===== src/rtl/audio_pkg.sv =====
// Shared audio-path types: sample width, slot limit and the I2S receiver state encoding.
package audio_pkg;

  localparam int SAMPLE_W = 16;
  localparam int SLOT_MAX = 32;

  typedef logic signed [SAMPLE_W-1:0] sample_t;

  typedef enum logic [1:0] {
    RX_SYNC  = 2'd0,
    RX_LEFT  = 2'd1,
    RX_RIGHT = 2'd2
  } i2s_rx_state_t;

endpackage


===== src/rtl/i2s_slot_shifter.sv =====
// Per-slot MSB-first bit collector: counts slot bits, keeps the first SAMPLE_W, zero-pads short slots.
// word_o already includes the bit presented this edge so the FSM can capture it on the closing edge.
module i2s_slot_shifter #(
  parameter int SAMPLE_W = 16,
  parameter int SLOT_MAX = 32
) (
  input  logic                sclk_i,
  input  logic                rst_n_i,
  input  logic                en_i,
  input  logic                clr_i,
  input  logic                bit_i,
  output logic [SAMPLE_W-1:0] word_o,
  output logic                short_o,
  output logic                long_o
);

  localparam int CNT_W = $clog2(SLOT_MAX + 2);
  localparam logic [CNT_W-1:0] CNT_SAT = CNT_W'(SLOT_MAX + 1);

  logic [CNT_W-1:0]    cnt_q, cnt_d;
  logic [SAMPLE_W-1:0] shreg_q, shreg_d;
  logic [SAMPLE_W-1:0] bit_mask;
  logic [SAMPLE_W-1:0] word;

  // Mask walks down from the MSB and shifts out to zero once SAMPLE_W bits are held.
  always_comb begin
    bit_mask = {1'b1, {(SAMPLE_W-1){1'b0}}} >> cnt_q;
    word     = shreg_q;
    if (en_i && bit_i) begin
      word = shreg_q | bit_mask;
    end
  end

  always_comb begin
    cnt_d   = cnt_q;
    shreg_d = shreg_q;
    if (clr_i) begin
      cnt_d   = '0;
      shreg_d = '0;
    end else if (en_i) begin
      shreg_d = word;
      if (cnt_q != CNT_SAT) begin
        cnt_d = cnt_q + 1'b1;
      end
    end
  end

  always_ff @(posedge sclk_i or negedge rst_n_i) begin
    if (!rst_n_i) begin
      cnt_q   <= '0;
      shreg_q <= '0;
    end else begin
      cnt_q   <= cnt_d;
      shreg_q <= shreg_d;
    end
  end

  assign word_o  = word;
  // Counting the current bit, the slot holds cnt_q+1 bits.
  assign short_o = en_i && (cnt_q < CNT_W'(SAMPLE_W - 1));
  assign long_o  = en_i && (cnt_q >= CNT_W'(SLOT_MAX));

endmodule


===== src/rtl/i2s_rx_deserializer.sv =====
// Philips I2S receiver: frame-locks on ws, emits one registered {left,right} pair per frame
// with a single-cycle valid strobe; short or overlong slots raise a sticky framing fault.
module i2s_rx_deserializer #(
  parameter int SAMPLE_W = audio_pkg::SAMPLE_W,
  parameter int SLOT_MAX = audio_pkg::SLOT_MAX
) (
  input  logic                sclk_i,
  input  logic                rst_n_i,
  input  logic                ws_i,
  input  logic                sdata_i,
  output logic [SAMPLE_W-1:0] left_o,
  output logic [SAMPLE_W-1:0] right_o,
  output logic                valid_o,
  output logic                locked_o,
  output logic                frame_err_o
);

  import audio_pkg::*;

  i2s_rx_state_t state_q, state_d;

  logic                ws_q;
  logic                ws_trans;
  logic                ws_fall;
  logic                locked;
  logic                shift_clr;
  logic                cap_left;
  logic                cap_right;
  logic                set_err;
  logic [SAMPLE_W-1:0] slot_word;
  logic                slot_short;
  logic                slot_long;
  logic [SAMPLE_W-1:0] left_hold_q;
  logic [SAMPLE_W-1:0] left_q;
  logic [SAMPLE_W-1:0] right_q;
  logic                valid_q;
  logic                err_q;

  assign ws_trans = ws_i ^ ws_q;
  assign ws_fall  = ws_q & ~ws_i;

  i2s_slot_shifter #(
    .SAMPLE_W (SAMPLE_W),
    .SLOT_MAX (SLOT_MAX)
  ) u_shifter (
    .sclk_i  (sclk_i),
    .rst_n_i (rst_n_i),
    .en_i    (locked),
    .clr_i   (shift_clr),
    .bit_i   (sdata_i),
    .word_o  (slot_word),
    .short_o (slot_short),
    .long_o  (slot_long)
  );

  always_ff @(posedge sclk_i or negedge rst_n_i) begin
    if (!rst_n_i) begin
      state_q <= RX_SYNC;
      ws_q    <= 1'b0;
    end else begin
      state_q <= state_d;
      ws_q    <= ws_i;
    end
  end

  always_comb begin
    state_d = state_q;
    case (state_q)
      RX_SYNC: begin
        if (ws_fall) begin
          state_d = RX_LEFT;
        end
      end
      RX_LEFT: begin
        if (ws_trans) begin
          state_d = RX_RIGHT;
        end else if (slot_long) begin
          state_d = RX_SYNC;
        end
      end
      RX_RIGHT: begin
        if (ws_trans) begin
          state_d = RX_LEFT;
        end else if (slot_long) begin
          state_d = RX_SYNC;
        end
      end
      default: state_d = RX_SYNC;
    endcase
  end

  // While unlocked the shifter is held clear so the first locked slot starts from bit 0.
  always_comb begin
    locked    = (state_q == RX_LEFT) || (state_q == RX_RIGHT);
    shift_clr = !locked || ws_trans || slot_long;
    cap_left  = (state_q == RX_LEFT)  && ws_trans;
    cap_right = (state_q == RX_RIGHT) && ws_trans;
    set_err   = locked && ((ws_trans && slot_short) || (!ws_trans && slot_long));
  end

  always_ff @(posedge sclk_i or negedge rst_n_i) begin
    if (!rst_n_i) begin
      left_hold_q <= '0;
      left_q      <= '0;
      right_q     <= '0;
      valid_q     <= 1'b0;
      err_q       <= 1'b0;
    end else begin
      valid_q <= cap_right;
      if (cap_left) begin
        left_hold_q <= slot_word;
      end
      if (cap_right) begin
        left_q  <= left_hold_q;
        right_q <= slot_word;
      end
      if (set_err) begin
        err_q <= 1'b1;
      end
    end
  end

  assign left_o      = left_q;
  assign right_o     = right_q;
  assign valid_o     = valid_q;
  assign locked_o    = locked;
  assign frame_err_o = err_q;

endmodule


===== config.mk =====
export PLATFORM = sky130hd
export DESIGN_NAME = i2s_rx_deserializer
export DESIGN_NICKNAME = d
export VERILOG_FILES = /design/src/rtl/audio_pkg.sv /design/src/rtl/i2s_slot_shifter.sv /design/src/rtl/i2s_rx_deserializer.sv
export SDC_FILE = /design/constraint.sdc
export NUM_CORES = 1
export LEC_CHECK = 0
export CAP_MARGIN = 10
export CORE_MARGIN = 5
export CORE_UTILIZATION = 50
export CTS_BUF_LIST = sky130_fd_sc_hd__clkbuf_16
export DETAILED_ROUTE_END_ITERATION = 7
export GPL_TIMING_DRIVEN = 0
export HOLD_SLACK_MARGIN = 0.15
export PLACE_DENSITY = 0.73
export REMOVE_ABC_BUFFERS = 1
export SYNTH_ARGS = -nofsm -noshare
export SYNTH_HDL_FRONTEND = slang
export SYNTH_SLANG_ARGS = --single-unit

===== constraint.sdc =====
create_clock -name sclk_i -period 2 [get_ports sclk_i]
set_input_delay 0.2 -clock sclk_i [delete_from_list [all_inputs] [get_ports sclk_i]]
set_output_delay 0.2 -clock sclk_i [all_outputs]
set_load 0.02 [all_outputs]

* Yosys cells after proc, flatten, opt, wreduce, memory -nomap -nowiden *
Cells that the tools add are included.

storage, ports and cells
  bits in registers = 75
  bits of input ports = 4
  output and inout bits = 35
  logic and storage cells = 50

cells by class
  add/subtract/negate cells = 1
  $lt $le $gt $ge = 2
  equality and inequality tests = 4
  shifts and indexed selects = 1
  mux-type cells = 11
  bitwise gates (word level) = 4
  reductions and logical operators = 18

operators by type and width
  cell                                                                   number
  16-bit 2-to-1 mux                                                      3
  6-bit 2-to-1 mux                                                       3
  16-bit OR                                                              1
  16-bit by 6-bit right shift with 16-bit output, first input constant   1
  1-bit logical AND                                                      8
  2-bit 2-to-1 mux                                                       4
  6-bit by 1-bit adder with 6-bit output, second input constant          1
  6-bit >= comparator, second input constant                             1
  6-bit by 4-bit < comparator with 1-bit output, second input constant   1
  6-bit inequality test, second input constant                           1
  2-bit case mux with 3 select lines                                     1
  1-bit logical OR                                                       4
  2-bit nonzero test                                                     2
  2-bit by 1-bit equality test with 1-bit output, second input constant  1
  2-bit equality test, second input constant                             1
  1-bit zero test                                                        2
  2-bit zero test                                                        1
  2-bit inequality test, second input constant                           1
  2-bit AND reduction                                                    1
  1-bit AND                                                              1
  1-bit NOT                                                              1
  1-bit bitwise XOR                                                      1

* Logic depth before layout (Yosys ltp) *
Gate-level depths: netlist (run 1).

  depth after elaboration = 7
  depth in mapped cells = 7
  mapped depth without buffers = 5

* By module *
Synthesis (run 1) repeated with hierarchy kept, for this count alone.

unflattened totals
  cells, all modules = 251
  area, all modules = 3,438.3 µm²

modules (own cells, without submodules)
  module               times used  cells each  area an instance (µm²)  seq. area each (µm²)
  i2s_rx_deserializer  1           131         2,292.2                 1,326.3
  i2s_slot_shifter     1           120         1,146.1                 550.5

* Least setup slack after synthesis (run 1) *
OpenSTA, ideal clock, no wires.

  kind = reg2reg
  from = register state_q[0]
  to = register left_hold_q[9]
  setup time = 0.133 ns
  arrival = 1.539 ns
  required time = 1.867 ns
  path slack = 0.328 ns
  cell stages (with the launch flop) = 7
  buffers on the path = 1
  clock period less this slack = 1.672 ns
  cells stage by stage = dfrtp_1 > inv_1 > ha_1 > and4bb_1 > buf_4 > a41oi_2 > a21oi_1

between the ends
  cells in the longest elaborated chain, start to end = 4
  elaborated cells between the ends (all ways) = 6
  those cells by class = eq/ne: 2; mux: 1; reduce/logical: 3

RTL lines
  element                                                                                line                        RTL
  start: declaration                                                                     i2s_rx_deserializer.sv:20   i2s_rx_state_t state_q, state_d;
  start signal: assignment                                                               i2s_rx_deserializer.sv:61   state_q <= state_d;
  2-bit by 1-bit equality test with 1-bit output or 2-bit equality test (tied branches)  i2s_rx_deserializer.sv:94   locked = (state_q == RX_LEFT) || (state_q == RX_RIGHT);
  1-bit logical OR *                                                                     i2s_rx_deserializer.sv:94
  via locked_o                                                                           i2s_rx_deserializer.sv:14   output logic locked_o,
  1-bit logical AND *                                                                    i2s_slot_shifter.sv:29      if (en_i && bit_i) begin
  16-bit 2-to-1 mux *                                                                    i2s_slot_shifter.sv:29
  end signal: assignment                                                                 i2s_rx_deserializer.sv:111  left_hold_q <= slot_word;
  end: declaration                                                                       i2s_rx_deserializer.sv:33   logic [SAMPLE_W-1:0] left_hold_q;

Mark *: on every way through the listed nets, which the timed path passes. The rest lies on a longest branch.
A chain may end at the register's enable or synchronous reset.

* Worst setup path in the final report (run 1) *
  from = register state_q[0]
  to = register right_q[9], in the netlist right_o[9]

between the ends
  cells in the longest elaborated chain, start to end = 4
  elaborated cells between the ends (all ways) = 6
  those cells by class = eq/ne: 2; mux: 1; reduce/logical: 3

RTL lines
  element                                                                                line                                                  RTL
  2-bit by 1-bit equality test with 1-bit output or 2-bit equality test (tied branches)  i2s_rx_deserializer.sv:94, i2s_rx_deserializer.sv:97
  1-bit logical OR                                                                       i2s_rx_deserializer.sv:94
  1-bit logical AND                                                                      i2s_slot_shifter.sv:29
  16-bit 2-to-1 mux                                                                      i2s_slot_shifter.sv:29
  end signal: assignment                                                                 i2s_rx_deserializer.sv:115                            right_q <= slot_word;
  end: declaration                                                                       i2s_rx_deserializer.sv:35                             logic [SAMPLE_W-1:0] right_q;

Parallel ways exist; a longest one is shown, timed or not.

==> impl_metrics.tcl, run 1 <==
set metrics [dict create \
    run_status "finished, final reports clean" \
    floorplan.die_area_um2 7830 \
    ys.flop_type "sky130_fd_sc_hd__dfrtp_1" \
    routed_via_density 5.34 \
    ys_async_sr_fraction_pct 100 \
    die_y_um 88.5 \
    numCtsBuffers 9 \
    use_met1_pct 21.3 \
    area_delta_synth_final_pct 24.7 \
    timing.max_cap.violations 0 \
    number_of_global_route_vias_before_repair 2012 \
    drt-total-wl_mm 5.72 \
    arrival_ns 2.14 \
    dp.final_hpwl_mm 3.51 \
    rrSetupSlack_ns 0.11 \
    grtUsageTotal_pct 15.9 \
    clockRootBuffer "sky130_fd_sc_hd__clkbuf_16" \
    worst_setup_path_category "register to register" \
    crit_path_start_kind "register" \
    r2r.worst_path.cells 5 \
    floorplan.rows 28 \
    finClkSkew_ns 0.00590 \
    antenna_cells_inserted 0 \
    die_w_um 88.5 \
    grt_pass1_wl_mm 9.52 \
    place.gp.congestion 0.779 \
    cts_max_path_buffers 2 \
    synth-seq-area-share_pct 61.0 \
    total_of_warnings_raised_by_yosys 0 \
    clock.fmax_mhz 528 \
    global_route.usage.met3_pct 3.07 \
    i_o_pin_count 39 \
    coreArea_um2 5960 \
    final_worst_path_period_need_ns 1.89 \
    global_route.usage.met2_pct 24.3 \
    crit_path_cell_trace "inv_1 > ha_1 > and4bb_2 > a41oi_2 > a21oi_1" \
    crit-reg2reg-launch "state_q[0]$_DFFE_PN0P_" \
    syn_area_per_cell_um2 12.1 \
    synth_enable_flop_cells 0 \
    timing.hold.worst.class "input port to async pin" \
    mostFrequentLayoutCell "sky130_fd_sc_hd__dfrtp_1" \
    holdWs_ns 0.266 \
    critPathRequiredTime_ns 2.25 \
    drt_first_iter_violations 61 \
    critPathSlowestCell "sky130_fd_sc_hd__and4bb_2" \
    total_via_count_in_the_routed_design 2006 \
    final_cell_mix "75 x sky130_fd_sc_hd__dfrtp_1, 54 x sky130_fd_sc_hd__nor2_1, 37 x sky130_fd_sc_hd__a21oi_1" \
    fin_ws_ns 0.108 \
    port_buffers 38 \
    timing_worst_slew_pin_value_ns 0.604 \
    drt_pre_antenna_iters 4 \
    setup_repair_after_global_routing_missed_its_margin "false" \
    ir_drop_uv 750 \
    power.density_nw_per_um2 1570 \
    worst_path_largest_cell_delay_ns 0.47 \
    route.detailed.wl_per_inst_um 15.2 \
    cts_sinks 75 \
    worstReg2RegEnd "right_o[9]$_DFFE_PN0P_" \
    cts.clk_slew.worst_paths_ns 0.05 \
    dp_worst_setup_slack_ns -0.444 \
    initial_core_util_pct 51.7 \
    utilization_pct 64.5 \
    post_synth_num_cell_types 32 \
    antenna_found_initial 0 \
    synth.ff_latch_count 75 \
    timing.final.max_slew_violations 0 \
    critical_path.max_fanout 8 \
    final_setup_violation_count 0 \
    grt_overflow 0 \
    route.detailed.drc 0 \
    worst_setup_path_end_kind "register" \
    synthCells 255 \
    n_fill_cell 480 \
    worst_setup_path_endpoint "right_o[9]$_DFFE_PN0P_" \
    leakagePower_nw 1.67 \
    final.period_utilization_pct 94.6 \
    worst_slew_margin_rel_pct 59.7 \
    grt-busiest-layer "met2" \
    num-nets-final 308 \
    netlist_area_um2 3080 \
    hold_viol_final 0 \
    cts_tree "built" \
    setup.worst_path.start "state_q[0]$_DFFE_PN0P_" \
    clock_insertion_delay_worst_skew_ns 0.32 \
    fraction_of_final_layout_cells_sized_beyond_drive_strength_1_pct 14.0 \
    maximum_number_of_pins_on_one_net_before_global_route_repair 65 \
    route.antenna.remaining_nets 0 \
    htreeDepth 3 \
]
-- where the power goes --
part	total, mW	switching, mW	internal, mW
clock	1.36	0.553	0.811
combinational	2.27	1.19	1.08
sequential	2.38	0.326	2.05
total	6.01	2.07	3.94
-- cell type report --
type | instances | area (µm²) | share of cell area, %
multi-input combinational | 159 | 1110 | 28.8
clock buffer | 9 | 225 | 5.87
tap | 75 | 93.8 | 2.44
timing repair buffer | 46 | 487 | 12.7
clock inverter | 6 | 27.5 | 0.717
sequential | 75 | 1880 | 48.9
inverter | 6 | 22.5 | 0.587
-- cells by family after synthesis --
| kind of cell | synth area share [%] |
|---|---|
| AO/OA/AOI/OAI | 11.9 |
| multiplexers | 5.85 |
| buffers and inverters | 4.23 |
| AND/OR/NAND/NOR | 13.3 |
| flip-flops | 61.0 |
| adder cells (fa/ha/maj) | 2.84 |
| XOR/XNOR | 0.853 |
-- metrics by stage --
step           power (mW)  instances  TNS, ns  area (µm²)
6_report             6.01        376        0        3840
4_1_cts              6.04        370   -0.255        3790
5_1_grt              6.39        376        0        3840
3_5_place_dp         4.65        354   -15.35        3520
3_3_place_gp         4.54        351  -225.82        3450
2_1_floorplan        3.63        238   -33.91        2970
-- synth_stat cells (all sizes together) (2+ instances only) --
library cell | number | area [µm²]
dfrtp | 75 | 1880
nor2 | 54 | 203
a21oi | 47 | 273
buf | 16 | 104
mux2 | 16 | 180
ha | 7 | 87.6
inv | 6 | 22.5
and4bb | 3 | 37.5
nand2 | 3 | 11.3
nor4b | 3 | 71.3
a21o | 2 | 15.0
a41oi | 2 | 32.5
and4b | 2 | 20.0
nand3 | 2 | 10.0
nor2b | 2 | 12.5
nor3 | 2 | 10.0
xor2 | 2 | 17.5
-- sequential cells by signal (all words and copies together), names as in the netlist --
signal / count
left_hold_q: 16
left_o: 16
right_o: 16
u_shifter.shreg_q: 16
u_shifter.cnt_q: 6
state_q: 2
frame_err_o: 1
valid_o: 1
ws_q: 1
-- per-layer routing --
| layer | share of wire (%) | vias up | routed length, µm |
|---|---|---|---|
| met5 | 0 | - | 0 |
| met1 | 46 | 994 | 2620 |
| met4 | 2.4 | 0 | 135 |
| met2 | 48 | 44 | 2740 |
| li1 | - | 957 | - |
| met3 | 3.9 | 11 | 222 |
-- repair_timing --
action                                  4_1_cts  5_1_grt
setup buffers                                 0        4
endpoints found under the hold margin        75        0
cloned                                        0        2
endpoints found under the setup margin       14       33
hold buffers                                  1        0
gates resized for setup                       2        3
pin swaps                                     2        0
-- worst min path at each step --
stage	slack (ns)	end	cells after the start	from
2_1_floorplan	-0.1	frame_err_o$_DFFE_PN0P_	0	rst_n_i
3_3_place_gp	0.44	frame_err_o$_DFFE_PN0P_	1	frame_err_o$_DFFE_PN0P_
3_5_place_dp	0.06	right_o[3]$_DFFE_PN0P_	1	rst_n_i
4_1_cts	0.26	right_o[3]$_DFFE_PN0P_	2	rst_n_i
5_1_grt	0.27	right_o[3]$_DFFE_PN0P_	2	rst_n_i
6_report	0.27	right_o[3]$_DFFE_PN0P_	2	rst_n_i
-- worst max-delay path: cells and delay by family, from the launching register on --
kind	cells	cell delay, ns
AOI/OAI and AO/OA	2	0.41
DFF	1	0.42
and+or+nand+nor	1	0.47
adders and majority gates	1	0.42
buffers and inverters	1	0.09
(Power assumes the default switching activity.)
==> run 2: changes to the inputs <==
Settings changed: HOLD_SLACK_MARGIN 0.15 to default, REMOVE_ABC_BUFFERS 1 to default.
==> run 2 against run 1 <==
Critical endpoint is now right_o[4]$_DFFE_PN0P_; clock skew up 0.0014 ns; die area unchanged; wire length up 12%; first-iteration DRC count up 59%; sequential power about the same; largest power group unchanged; sequential cell count unchanged; cell area up 0.81%; fmax up 3.8%; non-clock buffer count up 11.
==> impl_metrics.tcl, run 2 (synthesis results as in run 1) <==
set metrics [dict create \
    leakagePower_nw 1.72 \
    area_delta_synth_final_pct 25.7 \
    coreArea_um2 5960 \
    worst_path_top_cell_family_by_delay "compound AO/OA/AOI/OAI gates" \
    arrival_ns 2.03 \
    num-nets-final 317 \
    drt_pre_antenna_iters 4 \
    worst_path_largest_cell_delay_ns 0.42 \
    cts_tree "built" \
    critPathSlowestCell "sky130_fd_sc_hd__dfrtp_1" \
    ir_drop_uv 856 \
    n_fill_cell 475 \
    antenna_found_initial 0 \
    die_w_um 88.5 \
    fraction_of_final_layout_cells_sized_beyond_drive_strength_1_pct 15.1 \
    critical_path.max_fanout 8 \
    final_worst_path_period_need_ns 1.82 \
    final.period_utilization_pct 91.1 \
    maximum_number_of_pins_on_one_net_before_global_route_repair 65 \
    route.detailed.drc 0 \
    final_setup_violation_count 0 \
    p_int_mw 4.07 \
    power.switching_fraction_pct 34.6 \
    critPathRequiredTime_ns 2.20 \
    critical_path_depth_in_cells 6 \
    r2r.worst_path.cells 6 \
    drt-total-wl_mm 6.43 \
    timing.final.max_slew_violations 0 \
    floorplan.die_area_um2 7830 \
    routed_via_density 5.28 \
    rrSetupSlack_ns 0.18 \
    hold_viol_final 0 \
    route.detailed.wl_per_inst_um 16.6 \
    grtUsageTotal_pct 18.5 \
    antenna_cells_inserted 0 \
    number_of_global_route_vias_before_repair 2149 \
    power.share.sequential_pct 37.9 \
    ff_latch_area_um2 1880 \
    power_frac_comb_pct 37.5 \
    crit-reg2reg-launch "state_q[0]$_DFFE_PN0P_" \
    fin_ws_ns 0.177 \
    dp_worst_setup_slack_ns -0.151 \
    grt_overflow 0 \
    place.gp.congestion 0.775 \
    crit_path_frequent_cell "sky130_fd_sc_hd__a21oi_1" \
    route.antenna.remaining_nets 0 \
    worst_setup_path_category "register to register" \
    timing.hold.worst.class "input port to async pin" \
    cts.clk_slew.worst_paths_ns 0.06 \
    floorplan.rows 28 \
    final_cell_mix "75 x sky130_fd_sc_hd__dfrtp_1, 54 x sky130_fd_sc_hd__nor2_1, 37 x sky130_fd_sc_hd__a21oi_1" \
    finClkSkew_ns 0.00732 \
    die_y_um 88.5 \
    utilization_pct 65.0 \
    power.share.clock_pct 24.7 \
    total_via_count_in_the_routed_design 2039 \
    htreeDepth 3 \
    timing.max_cap.violations 0 \
    post-cts-setup-buffers 0 \
    power.net_switching_mw 2.15 \
    worst_setup_path_end_kind "register" \
    i_o_pin_count 39 \
    crit_path_start_kind "register" \
    clockRootBuffer "sky130_fd_sc_hd__clkbuf_16" \
    numCtsBuffers 9 \
    mappedNetlistNets 266 \
    dp.final_hpwl_mm 4.46 \
    grt_pass1_wl_mm 10.7 \
    port_buffers 38 \
    power.density_nw_per_um2 1610 \
    cts_sinks 75 \
    crit_path_cell_trace "inv_1 > ha_1 > and4b_1 > buf_4 > a21oi_1 > a21oi_1" \
    initial_core_util_pct 51.7 \
    run_status "finished, final reports clean" \
    cts_max_path_buffers 2 \
    cp.buffers_inverters 2 \
    drt_first_iter_violations 97 \
    mostFrequentLayoutCell "sky130_fd_sc_hd__dfrtp_1" \
    worst_slew_margin_rel_pct 67.2 \
    timing_worst_slew_pin_value_ns 0.492 \
    multiInputGateArea_um2 1070 \
    worstReg2RegEnd "right_o[4]$_DFFE_PN0P_" \
    clock.fmax_mhz 549 \
    clock_insertion_delay_worst_skew_ns 0.33 \
    setup_repair_after_global_routing_missed_its_margin "false" \
]
==> run 2: cell types whose count changed in the layout (fill, tap and decap cells not counted), sizes merged <==
cell / before / now
buf: 8 / 18
clkinv: 2 / 6
inv: 9 / 6
bufinv: 0 / 1
clkbuf: 9 / 10
clkinvlp: 1 / 0
nand3b: 2 / 1
nor2b: 3 / 2
==> run 2: what timing repair did <==
action,4_1_cts,5_1_grt
hold endpoints to repair,11,0
hold buffers,1,0
gates resized for setup,1,0
endpoints found under the setup margin,1,0
==> run 2: layout make-up <==
| type | count | share of cell area (%) |
|---|---|---|
| Clock buffer | 9 | 5.82 |
| Clock inverter | 7 | 1.52 |
| Tap cell | 75 | 2.42 |
| Timing Repair Buffer | 40 | 10.7 |
| Multi-Input combinational cell | 157 | 27.7 |
| Buffer | 17 | 2.78 |
| Sequential cell | 75 | 48.5 |
| Inverter | 6 | 0.582 |
==> run 2: worst max path at each step <==
stage | from | end | slack, ns
2_1_floorplan | state_q[0]$_DFFE_PN0P_ | left_hold_q[9]$_DFFE_PN0P_ | 0.33
3_3_place_gp | rst_n_i | valid_o$_DFF_PN0_ | -1.86
3_5_place_dp | ws_i | right_o[7]$_DFFE_PN0P_ | -0.15
4_1_cts | state_q[0]$_DFFE_PN0P_ | right_o[4]$_DFFE_PN0P_ | 0.17
5_1_grt | state_q[0]$_DFFE_PN0P_ | right_o[4]$_DFFE_PN0P_ | 0.06
6_report | state_q[0]$_DFFE_PN0P_ | right_o[4]$_DFFE_PN0P_ | 0.18
==> run 2: power groups by stage <==
stage	Clock (mW)	Sequential, mW	Combinational (mW)
floorplan	0	2.73	0.973
global placement	0	2.35	2.30
detailed placement	0	2.38	2.36
CTS	1.55	2.36	2.37
global route	1.61	2.43	2.54
finish	1.54	2.36	2.33
==> run 2: through the flow <==
stage / hold slack, ns / instances / cell area (µm²) / TNS (ns) / power, mW
after global routing: 0.278 / 386 / 3870 / 0 / 6.58
after detailed placement: 0.0632 / 369 / 3580 / -3.71 / 4.75
after CTS: 0.260 / 386 / 3870 / 0 / 6.29
after floorplan: -0.0956 / 255 / 3080 / 0 / 3.70
after global placement: 0.444 / 368 / 3550 / -141.39 / 4.65
final: 0.259 / 386 / 3870 / 0 / 6.23
==> run 2: metal layers <==
| layer | GRT usage, % | vias up | wire, µm |
|---|---|---|---|
| li1 | - | 979 | - |
| met1 | 24.9 | 1004 | 3000 |
| met2 | 29.3 | 42 | 3010 |
| met3 | 2.79 | 14 | 248 |
| met4 | 9.48 | 0 | 157 |
| met5 | 0 | - | 0 |
==> run 2: worst register-to-register path: stages (launching register included) <==
cell	delay, ns
sky130_fd_sc_hd__dfrtp_1	0.42
sky130_fd_sc_hd__inv_1	0.09
sky130_fd_sc_hd__ha_1	0.37
sky130_fd_sc_hd__and4b_1	0.21
sky130_fd_sc_hd__buf_4	0.17
sky130_fd_sc_hd__a21oi_1	0.32
sky130_fd_sc_hd__a21oi_1	0.12
